## src/rtl/spi_slave_rx_mode.sv

```systemverilog
// SPI slave receiver running entirely in the clk domain.
// The cs_n/sck/si pins are oversampled through a synchroniser chain. A
// further flop on synced sck/cs_n detects edges, and those edge pulses are
// registered together with the aligned data bit. A two-state FSM assembles
// words from that stage, and a final output register presents dout/qvld/frm_err.
// All four CPOL/CPHA modes are supported; the mode is latched at frame start.
module spi_slave_rx_mode #(
    parameter int DATA_LEN    = 8,
    parameter int SYNC_STAGES = 2,
    parameter bit MSB_FIRST   = 1'b1
) (
    input  logic                clk,
    input  logic                rst,
    input  logic                rx_en,
    input  logic                cpol,
    input  logic                cpha,
    input  logic                cs_n,
    input  logic                sck,
    input  logic                si,
    output logic [DATA_LEN-1:0] dout,
    output logic                qvld,
    output logic                frm_err,
    output logic                busy
);

    localparam int CNT_W = $clog2(DATA_LEN + 1);
    localparam logic [CNT_W-1:0] CNT_LAST = CNT_W'(DATA_LEN - 1);

    typedef enum logic {
        ST_IDLE   = 1'b0,
        ST_ACTIVE = 1'b1
    } state_t;

    // synchroniser chains, index 0 is the pin side
    logic [SYNC_STAGES-1:0] cs_sync_q;
    logic [SYNC_STAGES-1:0] sck_sync_q;
    logic [SYNC_STAGES-1:0] si_sync_q;
    logic                   sck_prev_q;
    logic                   cs_prev_q;

    // registered edge pulses, aligned with the data bit they belong to
    logic sck_rise_q;
    logic sck_fall_q;
    logic cs_rise_q;
    logic cs_fall_q;
    logic si_q;

    // FSM state and word assembly
    state_t                state_q, state_d;
    logic                  cpol_q, cpol_d;
    logic                  cpha_q, cpha_d;
    logic [DATA_LEN-1:0]   shift_q, shift_d;
    logic [CNT_W-1:0]      cnt_q, cnt_d;
    logic                  done_q, done_d;
    logic                  err_q, err_d;
    logic [DATA_LEN-1:0]   word_q, word_d;

    // output register
    logic [DATA_LEN-1:0]   dout_q;
    logic                  qvld_q;
    logic                  frm_err_q;

    logic                  sck_s;
    logic                  cs_s;
    logic                  si_s;
    logic                  sample_edge;
    logic [DATA_LEN-1:0]   shift_in;

    assign sck_s = sck_sync_q[SYNC_STAGES-1];
    assign cs_s  = cs_sync_q[SYNC_STAGES-1];
    assign si_s  = si_sync_q[SYNC_STAGES-1];

    // Sampling happens on the falling sck edge exactly when cpol and cpha
    // differ (mode 1: trailing=fall, mode 2: leading=fall), else on the rise.
    assign sample_edge = (cpol_q ^ cpha_q) ? sck_fall_q : sck_rise_q;

    generate
        if (MSB_FIRST) begin : g_msb_first
            assign shift_in = {shift_q[DATA_LEN-2:0], si_q};
        end else begin : g_lsb_first
            assign shift_in = {si_q, shift_q[DATA_LEN-1:1]};
        end
    endgenerate

    // Synchronise the asynchronous pins; cs_n idles high.
    always_ff @(posedge clk or posedge rst) begin
        if (rst) begin
            cs_sync_q  <= '1;
            sck_sync_q <= '0;
            si_sync_q  <= '0;
            cs_prev_q  <= 1'b1;
            sck_prev_q <= 1'b0;
        end else begin
            cs_sync_q  <= {cs_sync_q[SYNC_STAGES-2:0], cs_n};
            sck_sync_q <= {sck_sync_q[SYNC_STAGES-2:0], sck};
            si_sync_q  <= {si_sync_q[SYNC_STAGES-2:0], si};
            cs_prev_q  <= cs_s;
            sck_prev_q <= sck_s;
        end
    end

    // Register edge pulses so that an sck edge and a cs_n edge reaching the
    // synchronised side together are seen by the FSM in the same cycle.
    always_ff @(posedge clk or posedge rst) begin
        if (rst) begin
            sck_rise_q <= 1'b0;
            sck_fall_q <= 1'b0;
            cs_rise_q  <= 1'b0;
            cs_fall_q  <= 1'b0;
            si_q       <= 1'b0;
        end else begin
            sck_rise_q <= sck_s & ~sck_prev_q;
            sck_fall_q <= ~sck_s & sck_prev_q;
            cs_rise_q  <= cs_s & ~cs_prev_q;
            cs_fall_q  <= ~cs_s & cs_prev_q;
            si_q       <= si_s;
        end
    end

    // FSM next state: frame entry, bit shifting, word completion and frame end.
    always_comb begin
        state_d = state_q;
        cpol_d  = cpol_q;
        cpha_d  = cpha_q;
        shift_d = shift_q;
        cnt_d   = cnt_q;
        done_d  = 1'b0;
        err_d   = 1'b0;
        word_d  = word_q;
        case (state_q)
            ST_IDLE: begin
                if (cs_fall_q && rx_en) begin
                    state_d = ST_ACTIVE;
                    cpol_d  = cpol;
                    cpha_d  = cpha;
                    shift_d = '0;
                    cnt_d   = '0;
                end
            end
            ST_ACTIVE: begin
                if (!rx_en) begin
                    // abort silently; dout stays as it was
                    state_d = ST_IDLE;
                    cnt_d   = '0;
                end else begin
                    // the sample edge is processed before a coincident cs_n rise
                    if (sample_edge) begin
                        shift_d = shift_in;
                        if (cnt_q == CNT_LAST) begin
                            cnt_d  = '0;
                            done_d = 1'b1;
                            word_d = shift_in;
                        end else begin
                            cnt_d = cnt_q + CNT_W'(1);
                        end
                    end
                    if (cs_rise_q) begin
                        err_d   = !done_d && (cnt_d != '0);
                        state_d = ST_IDLE;
                        cnt_d   = '0;
                    end
                end
            end
            default: begin
                state_d = ST_IDLE;
            end
        endcase
    end

    // FSM and word-assembly registers.
    always_ff @(posedge clk or posedge rst) begin
        if (rst) begin
            state_q <= ST_IDLE;
            cpol_q  <= 1'b0;
            cpha_q  <= 1'b0;
            shift_q <= '0;
            cnt_q   <= '0;
            done_q  <= 1'b0;
            err_q   <= 1'b0;
            word_q  <= '0;
        end else begin
            state_q <= state_d;
            cpol_q  <= cpol_d;
            cpha_q  <= cpha_d;
            shift_q <= shift_d;
            cnt_q   <= cnt_d;
            done_q  <= done_d;
            err_q   <= err_d;
            word_q  <= word_d;
        end
    end

    // Output register: dout changes only together with a qvld pulse.
    always_ff @(posedge clk or posedge rst) begin
        if (rst) begin
            dout_q    <= '0;
            qvld_q    <= 1'b0;
            frm_err_q <= 1'b0;
        end else begin
            qvld_q    <= done_q;
            frm_err_q <= err_q;
            if (done_q) begin
                dout_q <= word_q;
            end
        end
    end

    assign dout    = dout_q;
    assign qvld    = qvld_q;
    assign frm_err = frm_err_q;
    assign busy    = (state_q == ST_ACTIVE);

endmodule

```

## config.mk

```make
export PLATFORM = sky130hd
export DESIGN_NAME = spi_slave_rx_mode
export DESIGN_NICKNAME = d
export VERILOG_FILES = /design/src/rtl/spi_slave_rx_mode.sv
export SDC_FILE = /design/constraint.sdc
export NUM_CORES = 1
export LEC_CHECK = 0
export BUFFER_PORTS_ARGS = -buffer_cell sky130_fd_sc_hd__buf_2
export CAP_MARGIN = 25
export CORE_ASPECT_RATIO = 1.2
export CORE_MARGIN = 2
export CORE_UTILIZATION = 55
export DETAILED_ROUTE_END_ITERATION = 10
export PLACE_DENSITY = 0.76
export SLEW_MARGIN = 15
export SYNTH_ARGS = -nofsm -noshare
export SYNTH_HDL_FRONTEND = slang
export SYNTH_SLANG_ARGS = --single-unit
```

## constraint.sdc

```tcl
create_clock -name clk -period 2.2 [get_ports clk]
set_input_delay 0.44 -clock clk [delete_from_list [all_inputs] [get_ports clk]]
set_output_delay 0.44 -clock clk [all_outputs]
set_load 0.01 [all_outputs]
```

==> run metrics, run 1 <==
status=completed; Hold Vio Cnt, Final=0; cell-internal power=1.11 mW; fin crit share=84.0%; Seq cells post-synth=47; Skew-Pair Late Insertion Delay=0.35 ns; setup repair after global routing missed its margin=no; most area-hungry cell type in the Yosys netlist=dfrtp_1; mean post-synth cell area=13.9 sq um; sw power=348 uW; synthesized area=1810 sq um; Mapped Nets=139; Max-cap violations=0; Setup TNS=0 ns; Hold Crit Class=primary input to async pin; die extent in x=56.3 microns; critical path launch point=cpha_q$_DFFE_PP0P_; Slowest cell on crit path=mux2i_2; multi-input combinational cell area=587 sq um; Slew HR=61.4%; fin cells=191; first-pass GRT wire length=4.77 mm; f_max=541 MHz; DR pass1 iterations=4; largest net degree at the start of global routing=34; Synth top area share=60.9%; Num CTS Buffers=5; Max stage delay on crit path=0.49 ns; yosys warns=0; Root Driver=clkbuf_4; Max Clock Skew=0.00912 ns; cell count after synthesis=130; PortBufs=18; sequential element share of the synthesized area=65.3%; clk sinks=47; Final Cell Area=2020 sq um; vias per inst=5.30; total track usage=17.3%; worst reg-to-reg path cell count=4; Worst Setup End Kind=register; row count=22; area delta synth->final=11.7%; placed cells=183; maximum root-to-sink buffer count=2; GRT busiest layer=met2; Die ar.=3760 sq um; Leak=0.977 nW; logic gate share of total power=8.4%; H-Tree Level Count=2; Post-DP Area=1960 sq um; Placer Congestion=0.829; sw frac=23.8%; Worst setup endpoint=err_q$_DFF_PP0_; WL final=2.63 mm; worst vdd ir=0.666 mV; layout cells sized above 1=34.8%; number of diodes=0; Starting Density=58.1%; CP Class=register to register; total via count in the routed design=1013; Max FO, Critical Path=6; vias in the first global route=1017; post-CTS setup buffers=0; met2 GRT Util=26.9%; Reg power frac=63.0%; terminus of the critical flop-to-flop path=err_q$_DFF_PP0_; Detail Placement HPWL=1.86 mm; CTS tree=built; FILL cells=249; 1st-iter DRT viols=41; CP Data Required Time=2.47 ns; initial antenna violation count=0; Synth cell types=25; Final min period=1.85 ns; routing usage on met1=21.9%; Post-CTS Resized=0; Post-CTS Hold Buffers=0; R2R setup slack=0.35 ns; final setup vio count=0; Arr. time, crit path=2.12 ns; final net count=163; max-slew violation count=0; Post-DRT Antenna Nets=0; Register Area=1180 sq um; core area=3110 sq um; crit path cell chain=xnor2_2, mux2i_2, mux2_2, a31oi_1; GRT overflow=0; Worst-path clk slew=0.12 ns; reg2reg start=cpha_q$_DFFE_PP0P_; Die Height=66.8 microns; CP startpoint kind=register; grt met3 use=5.83%; Ports=19; Synth area leaders=dfrtp_1 (61%), mux2_2 (12%), mux2i_1 (5.5%); DRC=0; Worst Max-Slew Pin Slew=0.575 ns; Clk pwr share=28.6%; DR WL/cell=13.8 microns; Cell Pwr Density=723 nW/um^2
==> routing by layer <==
metal  part of all wire (%)  vias to the layer above
met4                    1.5                        0
met3                    4.5                        5
met2                     48                       27
met1                     46                      494
li1                       -                      487
met5                      0                        -
==> cells in the final DEF (no fill, tap or decap), drive strengths merged <==
cell type and instances:
nor2 4, buf 19, mux2i 11, a21oi 4
nand2 12, inv 8, o21ai 3, dfstp 3
nor3 1, and2 1, clkbuf 7, xnor2 2
nand3b 2, clkinv 2, a22o 2, a31oi 1
o2111ai 1, nand4 2, or2 1, ha 1
a21o 1, nor2b 4, dfrtp 44, mux2 19
==> per-stage QoR <==
stage               power, mW  hold WS [ns]  setup WS, ns  util, %
detailed placement       1.06         0.337         0.344     62.9
global route             1.54        0.0549         0.220     64.9
finish                   1.46        0.0581         0.353     64.9
CTS                      1.48        0.0484         0.336     64.9
global placement         1.05         0.335         0.415     62.9
floorplan                1.03         0.331         0.529        -
==> how the worst min path moves through the flow <==
stage / from / endpoint / slack (ns) / cells past startpoint
after floorplan: err_q$_DFF_PP0_ / frm_err$_DFF_PP0_ / 0.33 / 0
after global placement: si_sync_q[1]$_DFF_PP0_ / si_q$_DFF_PP0_ / 0.33 / 0
after detailed placement: sck_sync_q[0]$_DFF_PP0_ / sck_sync_q[1]$_DFF_PP0_ / 0.34 / 0
after CTS: rst / sck_rise_q$_DFF_PP0_ / 0.05 / 2
after global routing: rst / sck_prev_q$_DFF_PP0_ / 0.05 / 2
final: rst / sck_rise_q$_DFF_PP0_ / 0.06 / 2
==> flip-flops by register name, indices dropped and copies added, names as in the netlist, 2 cells and up <==
name / flops
cnt_q: 4
cs_sync_q: 2
dout: 8
sck_sync_q: 2
shift_q: 7
si_sync_q: 2
word_q: 8
==> cell type report <==
cell class	count	share of cell area, %
clock buffers	7	2.73
well taps	36	2.23
repair buffers	19	5.45
inverters	9	1.67
clock inverters	1	0.434
flip-flops and latches	47	58.4
multi-input cells	72	29.1
==> cells in the mapped netlist <==
master	instances
nand4_1	2
or2_2	1
nor3_4	1
xnor2_2	1
nor2_1	4
clkbuf_1	2
mux2_2	19
mux2i_2	1
a21oi_2	1
nor2b_1	4
o21ai_0	3
a22o_1	2
xnor2_1	1
mux2i_1	10
and2_1	1
nand2_1	12
a21o_2	1
dfrtp_1	44
inv_1	9
o2111ai_1	1
dfstp_2	3
a31oi_1	1
a21oi_1	3
ha_1	1
nand3b_1	2
==> cell families (layout without fill, tap and decap cells) <==
logic type	count (synthesis)	in the layout	share of synthesized area (%)
AO/OA/AOI/OAI	12	12	4.43
XOR/XNOR	2	2	1.38
buffers and inverters	11	36	2.28
AND/OR/NAND/NOR	27	27	7.82
flip-flops	47	47	65.3
adder cells (fa/ha/maj)	1	1	0.692
multiplexers	30	30	18.1
==> worst max-delay path, delay by kind of cell (launching register included) <==
family	cells	cell delay [ns]
multiplexers	2	0.88
flip-flops	1	0.43
XOR/XNOR	1	0.28
AO/OA/AOI/OAI	1	0.18
==> power groups by stage <==
stage          sequential [mW]  clock, mW  combinational (mW)
6_report                 0.920      0.418               0.122
3_3_place_gp             0.935          0               0.119
2_1_floorplan            0.928          0              0.0997
3_5_place_dp             0.937          0               0.124
4_1_cts                  0.920      0.440               0.124
5_1_grt                  0.925      0.482               0.137
No activity file was read; power rests on OpenSTA's default activity.
==> inputs of run 2 (changes only) <==
--- a/config.mk
+++ b/config.mk
@@ -9,9 +9,9 @@
 export CAP_MARGIN = 25
 export CORE_ASPECT_RATIO = 1.2
 export CORE_MARGIN = 2
-export CORE_UTILIZATION = 55
+export CORE_UTILIZATION = 51
 export DETAILED_ROUTE_END_ITERATION = 10
-export PLACE_DENSITY = 0.76
+export PLACE_DENSITY = 0.74
 export SLEW_MARGIN = 15
 export SYNTH_ARGS = -nofsm -noshare
 export SYNTH_HDL_FRONTEND = slang
==> constraint.sdc (replaced) <==
create_clock -name clk -period 1.65 [get_ports clk]
set_input_delay 0.33 -clock clk [delete_from_list [all_inputs] [get_ports clk]]
set_output_delay 0.33 -clock clk [all_outputs]
set_load 0.01 [all_outputs]
==> run metrics, run 2 (synthesized netlist as in run 1, its figures left out) <==
PortBufs=18 (unchanged); 1st-iter DRT viols=40 (-2.4%); most frequent cells in the layout=dfrtp_1 (44), mux2_2 (18), buf_2 (18); Arr. time, crit path=1.84 ns (-0.28 ns); Die Height=69.2 microns (+3.6%); Setup TNS=-0.00107 ns (-0.00107 ns); Post-DRT Antenna Nets=0 (unchanged); area delta synth->final=20.4%; CP startpoint kind=register; Leak=1.04 nW (+6.4%); final setup vio count=1 (+1); Final WS setup=-0.00107 ns (-0.354 ns); Worst-path clk slew=0.08 ns (-0.04 ns); Die ar.=4040 sq um (+7.3%); DP Worst Slack=-0.0985 ns (-0.442 ns); row count=23 (+4.5%); Util after Layout=64.7% (-0.26 points); die extent in x=58.4 microns (+3.6%); DR pass1 iterations=4 (unchanged); fin crit share=100% (+16 points); status=complete, but fails checks; Detail Placement HPWL=1.92 mm (+3.3%); Starting Density=53.7% (-4.4 points); Placer Congestion=0.778 (-6.1%); CP Data Required Time=1.83 ns (-0.64 ns); GRT overflow=0 (unchanged); Worst Setup End Kind=register; setup repair after global routing missed its margin=yes; number of diodes=0 (unchanged); WL final=2.80 mm (+6.4%); Max-cap violations=0 (unchanged); fin cells=199 (+4.2%); Max FO, Critical Path=9 (+3); Hold Crit Class=primary input to async pin; Slew HR=51.6% (-9.8 points); core area=3370 sq um (+8.2%); most common cell after layout, fill and taps aside=dfrtp_1; Hold Vio Cnt, Final=0 (unchanged); Worst Max-Slew Pin Slew=0.721 ns (+0.146 ns); Final Power=2.15 mW (+48%); Slowest cell on crit path=dfrtp_1; first-pass GRT wire length=4.97 mm (+4.3%); worst vdd ir=0.982 mV (+47%); CP Class=register to register; Final min period=1.65 ns (-0.196 ns); Num CTS Buffers=5 (unchanged); Cell Pwr Density=990 nW/um^2 (+37%); vias in the first global route=1115 (+9.6%); DRC=0 (unchanged); CTS tree=built; maximum root-to-sink buffer count=2 (unchanged); delay-heaviest family, CP=multiplexers; placed cells=190 (+3.8%); total via count in the routed design=1052 (+3.8%); final net count=170 (+4.3%); Ports=19 (unchanged); Root Driver=clkbuf_8; H-Tree Level Count=2 (unchanged); WP buf/inv=1 (+1); Max Clock Skew=0.00733 ns (-0.00179 ns); largest net degree at the start of global routing=29 (-15%); max-slew violation count=0 (unchanged); DR WL/cell=14.0 microns (+2.1%); clk sinks=47 (unchanged); vias per inst=5.29 (-0.32%); f_max=606 MHz (+12%); crit path cell chain=xnor2_2, mux2i_4, nor3_4, buf_12, mux2_2; total track usage=16.5% (-0.75 points); initial antenna violation count=0 (unchanged); layout cells sized above 1=40.1% (+5.3 points); failing checks=setup timing; Max stage delay on crit path=0.41 ns (-0.08 ns); Skew-Pair Late Insertion Delay=0.30 ns (-0.05 ns)
[run 2: cell type report]
| type | instances | area (sq um) |
|---|---|---|
| inverter | 9 | 33.8 |
| tap | 37 | 46.3 |
| fill | 246 | 1190 |
| timing repair buffer | 26 | 175 |
| multi-input combinational | 72 | 647 |
| clock inverter | 1 | 8.76 |
| sequential | 47 | 1180 |
| clock buffer | 7 | 86.3 |
[run 2: layer usage]
metal	GRT usage, %	part of all wire (%)
met1	20.7	44
met2	25.1	50
met3	6.16	3.9
met4	7.75	2.4
met5	0	0
[run 2: through the flow]
step | hold WS (ns) | cell area [sq um]
3_3_place_gp | 0.335 | 2000
6_report | 0.0574 | 2180
4_1_cts | 0.0590 | 2130
5_1_grt | 0.0902 | 2180
2_1_floorplan | 0.331 | 1810
3_5_place_dp | 0.340 | 2000
[run 2: where the power goes]
part / switching, mW / total, mW / internal [mW]
Combinational: 0.112 / 0.229 / 0.117
Sequential: 0.0281 / 1.22 / 1.19
Clock: 0.364 / 0.707 / 0.343
Total: 0.504 / 2.15 / 1.65
[run 2: final timing paths]
path / startpoint / end / slack, ns / cells after the start
max in group asynchronous: rst / qvld$_DFF_PP0_ / 1.08 / 3
min in group clk: si / si_sync_q[0]$_DFF_PP0_ / 0.13 / 1
setup reg to reg: cpol_q$_DFFE_PP0P_ / word_q[3]$_DFFE_PP0P_ / -0.001 / 5
hold reg to reg: si_sync_q[0]$_DFF_PP0_ / si_sync_q[1]$_DFF_PP0_ / 0.36 / 0
hold / removal: rst / sck_sync_q[0]$_DFF_PP0_ / 0.06 / 2
setup / recovery: cpol_q$_DFFE_PP0P_ / word_q[3]$_DFFE_PP0P_ / -0.001 / 5
[run 2: timing repair]
item,CTS,global route
buffers inserted,1,0
hold buffers,0,0
endpoints found under the setup margin,9,17
pin swaps,1,3
resized for setup,1,8
==> inputs of run 3 (changes only) <==
--- a/config.mk
+++ b/config.mk
@@ -5,6 +5,7 @@
 export SDC_FILE = /design/constraint.sdc
 export NUM_CORES = 1
 export LEC_CHECK = 0
+export ABC_AREA = 1
 export BUFFER_PORTS_ARGS = -buffer_cell sky130_fd_sc_hd__buf_2
 export CAP_MARGIN = 25
 export CORE_ASPECT_RATIO = 1.2
==> run metrics, run 3 <==
worst vdd ir=0.614 mV (-38%); core area=3600 sq um (+7.0%); cell count after synthesis=173 (+33%); Final min period=1.44 ns (-0.208 ns); sequential element share of the synthesized area=62.2% (-3.1 points); most common cell after layout, fill and taps aside=dfrtp_1; synthesized area=1900 sq um (+5.0%); Post-CTS Resized=0 (-1); PortBufs=18 (unchanged); most area-hungry cell type in the Yosys netlist=dfrtp_1; yosys warns=0 (unchanged); final net count=205 (+21%); CP Class=register to register; first-pass GRT wire length=5.38 mm (+8.1%); WP buf/inv=1 (unchanged); Root Driver=clkbuf_8; CP Data Required Time=1.83 ns (about the same); Worst-path clk slew=0.08 ns (about the same); Post-DRT Antenna Nets=0 (unchanged); GRT overflow=0 (unchanged); Mapped Nets=182 (+31%); H-Tree Level Count=2 (unchanged); Num CTS Buffers=5 (unchanged); vias in the first global route=1279 (+15%); DP Worst Slack=0.221 ns (+0.319 ns); Most Frequent Cell on Critical Path=nand2_1; crit path cell chain=inv_1, nand2_1, nand3_2, nand2_4, nand4_4, nand2_1, o21ai_2; main combinational cell family by area after synthesis=simple AND/OR/NAND/NOR gates; total via count in the routed design=1250 (+19%); DRC=0 (unchanged); Skew-Pair Late Insertion Delay=0.30 ns (about the same); Cell Pwr Density=1020 nW/um^2 (+2.8%); layout cells sized above 1=29.4% (-11 points); Max stage delay on crit path=0.38 ns (-0.03 ns); WL final=2.96 mm (+5.8%); setup repair after global routing missed its margin=no; most numerous cell in the Yosys netlist=dfrtp_1; Arr. time, crit path=1.63 ns (-0.21 ns); Async S/R FF share, synth=100% (unchanged); DR WL/cell=12.5 microns (-11%); Slowest cell on crit path=dfrtp_1; Starting Density=52.7% (-1.0 points); post-CTS setup buffers=0 (-1); Setup TNS=0 ns (+0.00107 ns); Synth top area share=58.0% (-2.9 points); number of diodes=0 (unchanged); row count=24 (+4.3%); maximum root-to-sink buffer count=2 (unchanged); total track usage=16.7% (+0.20 points); vias per inst=5.30 (+0.19%); Hold Vio Cnt, Final=0 (unchanged); Max FO, Critical Path=16 (+7); mux share of post-synthesis cell area=4.75% (-13 points); delay-heaviest family, CP=simple AND/OR/NAND/NOR gates; Synth cell types=25 (unchanged); final setup vio count=0 (-1); Util after Layout=59.0% (-5.7 points); most frequent cells in the layout=dfrtp_1 (44), nand2_1 (26), inv_1 (22); clk sinks=47 (unchanged); DR pass1 iterations=4 (unchanged); post-synthesis compound-gate area fraction=8.17% (+3.7 points); Worst Max-Slew Pin Slew=0.713 ns (-0.00894 ns); status=completed; Max Clock Skew=0.00553 ns (-0.00180 ns); synthesized-area fraction occupied by adder cells=0.659% (-0.033 points); Synth area leaders=dfrtp_1 (58%), nand2_1 (5.1%), mux2_2 (4.7%); Hold Crit Class=primary input to async pin; Leak=1.09 nW (+4.6%); Post-synth EDFFs=0 (unchanged); Ports=19 (unchanged); Post-synth top cells=dfrtp_1 (44), nand2_1 (26), inv_1 (23); Placer Congestion=0.854 (+9.7%); mean post-synth cell area=11.0 sq um (-21%); Post-CTS Hold Buffers=0 (unchanged); Detail Placement HPWL=2.13 mm (+11%); Seq cells post-synth=47 (unchanged); initial antenna violation count=0 (unchanged); f_max=693 MHz (+14%); Final WS setup=0.206 ns (+0.208 ns); CTS tree=built; Worst Setup End Kind=register; Slew HR=52.2% (+0.60 points); Max-cap violations=0 (unchanged); fin crit share=87.5% (-13 points); max-slew violation count=0 (unchanged); area delta synth->final=12.0%; CP startpoint kind=register; 1st-iter DRT viols=23 (-43%); die extent in x=59.7 microns (+2.3%); Final Power=2.16 mW (+0.35%); post-synthesis xor/xnor area fraction=0% (-1.4 points); Die Height=70.8 microns (+2.3%); largest net degree at the start of global routing=29 (unchanged); Die ar.=4230 sq um (+4.7%); primary flip-flop cell chosen by synthesis mapping=dfrtp_1; post-synthesis simple-gate area fraction=17.5% (+9.7 points)
[run 3: cell types whose count changed after synthesis, sizes merged, moves of 3 or more]
cell	change
mux2i	-11
o21ai	+15
mux2	-11
nand2	+19
nand3	+18
nor2	+8
nor2b	-4
buf	+3
inv	+15
[run 3: report_power, final]
part / total, mW / internal [mW] / switching, mW
clock: 0.709 / 0.343 / 0.366
sequential: 1.22 / 1.19 / 0.0255
combinational: 0.233 / 0.0736 / 0.159
total: 2.16 / 1.61 / 0.551
[run 3: per-stage QoR]
step,hold slack (ns),cells,instance area (sq um)
final,0.0493,236,2130
after global placement,0.337,228,2030
after floorplan,0.331,173,1900
after detailed placement,0.339,228,2030
after CTS,0.0702,236,2130
after global routing,0.102,236,2130
[run 3: worst paths after layout]
kind,cells after the start,start,slack [ns],end
worst min register to register,0,err_q$_DFF_PP0_,0.36,frm_err$_DFF_PP0_
max in group asynchronous,3,rst,1.09,si_sync_q[0]$_DFF_PP0_
worst max register to register,7,cpha_q$_DFFE_PP0P_,0.21,word_q[3]$_DFFE_PP0P_
worst max-delay path,7,cpha_q$_DFFE_PP0P_,0.21,word_q[3]$_DFFE_PP0P_
min in group clk,1,cs_n,0.13,cs_sync_q[0]$_DFF_PP1_
worst min-delay path,2,rst,0.05,cpha_q$_DFFE_PP0P_
[run 3: layout make-up]
class	instances	area (sq um)
fillers	300	1480
flip-flops and latches	47	1180
multi-input cells	97	591
repair buffers	20	118
inverters	25	93.8
clock buffers	7	86.3
well taps	39	48.8
clock inverters	1	8.76
[run 3: layer usage]
| metal | up-vias | global-route usage [%] | share of wire (%) |
|---|---|---|---|
| li1 | 597 | - | - |
| met1 | 602 | 20.2 | 42 |
| met2 | 42 | 27.2 | 51 |
| met3 | 9 | 4.57 | 4.7 |
| met4 | 0 | 8.15 | 2.9 |
| met5 | - | 0 | 0 |
[run 3: kinds of logic (layout without fill, tap and decap cells)]
kind of cell,count (synthesis),in the layout
compound gates,23,23
fa+ha+maj,1,1
buf+inv,29,53
flops,47,47
mux,8,8
simple gates,65,65
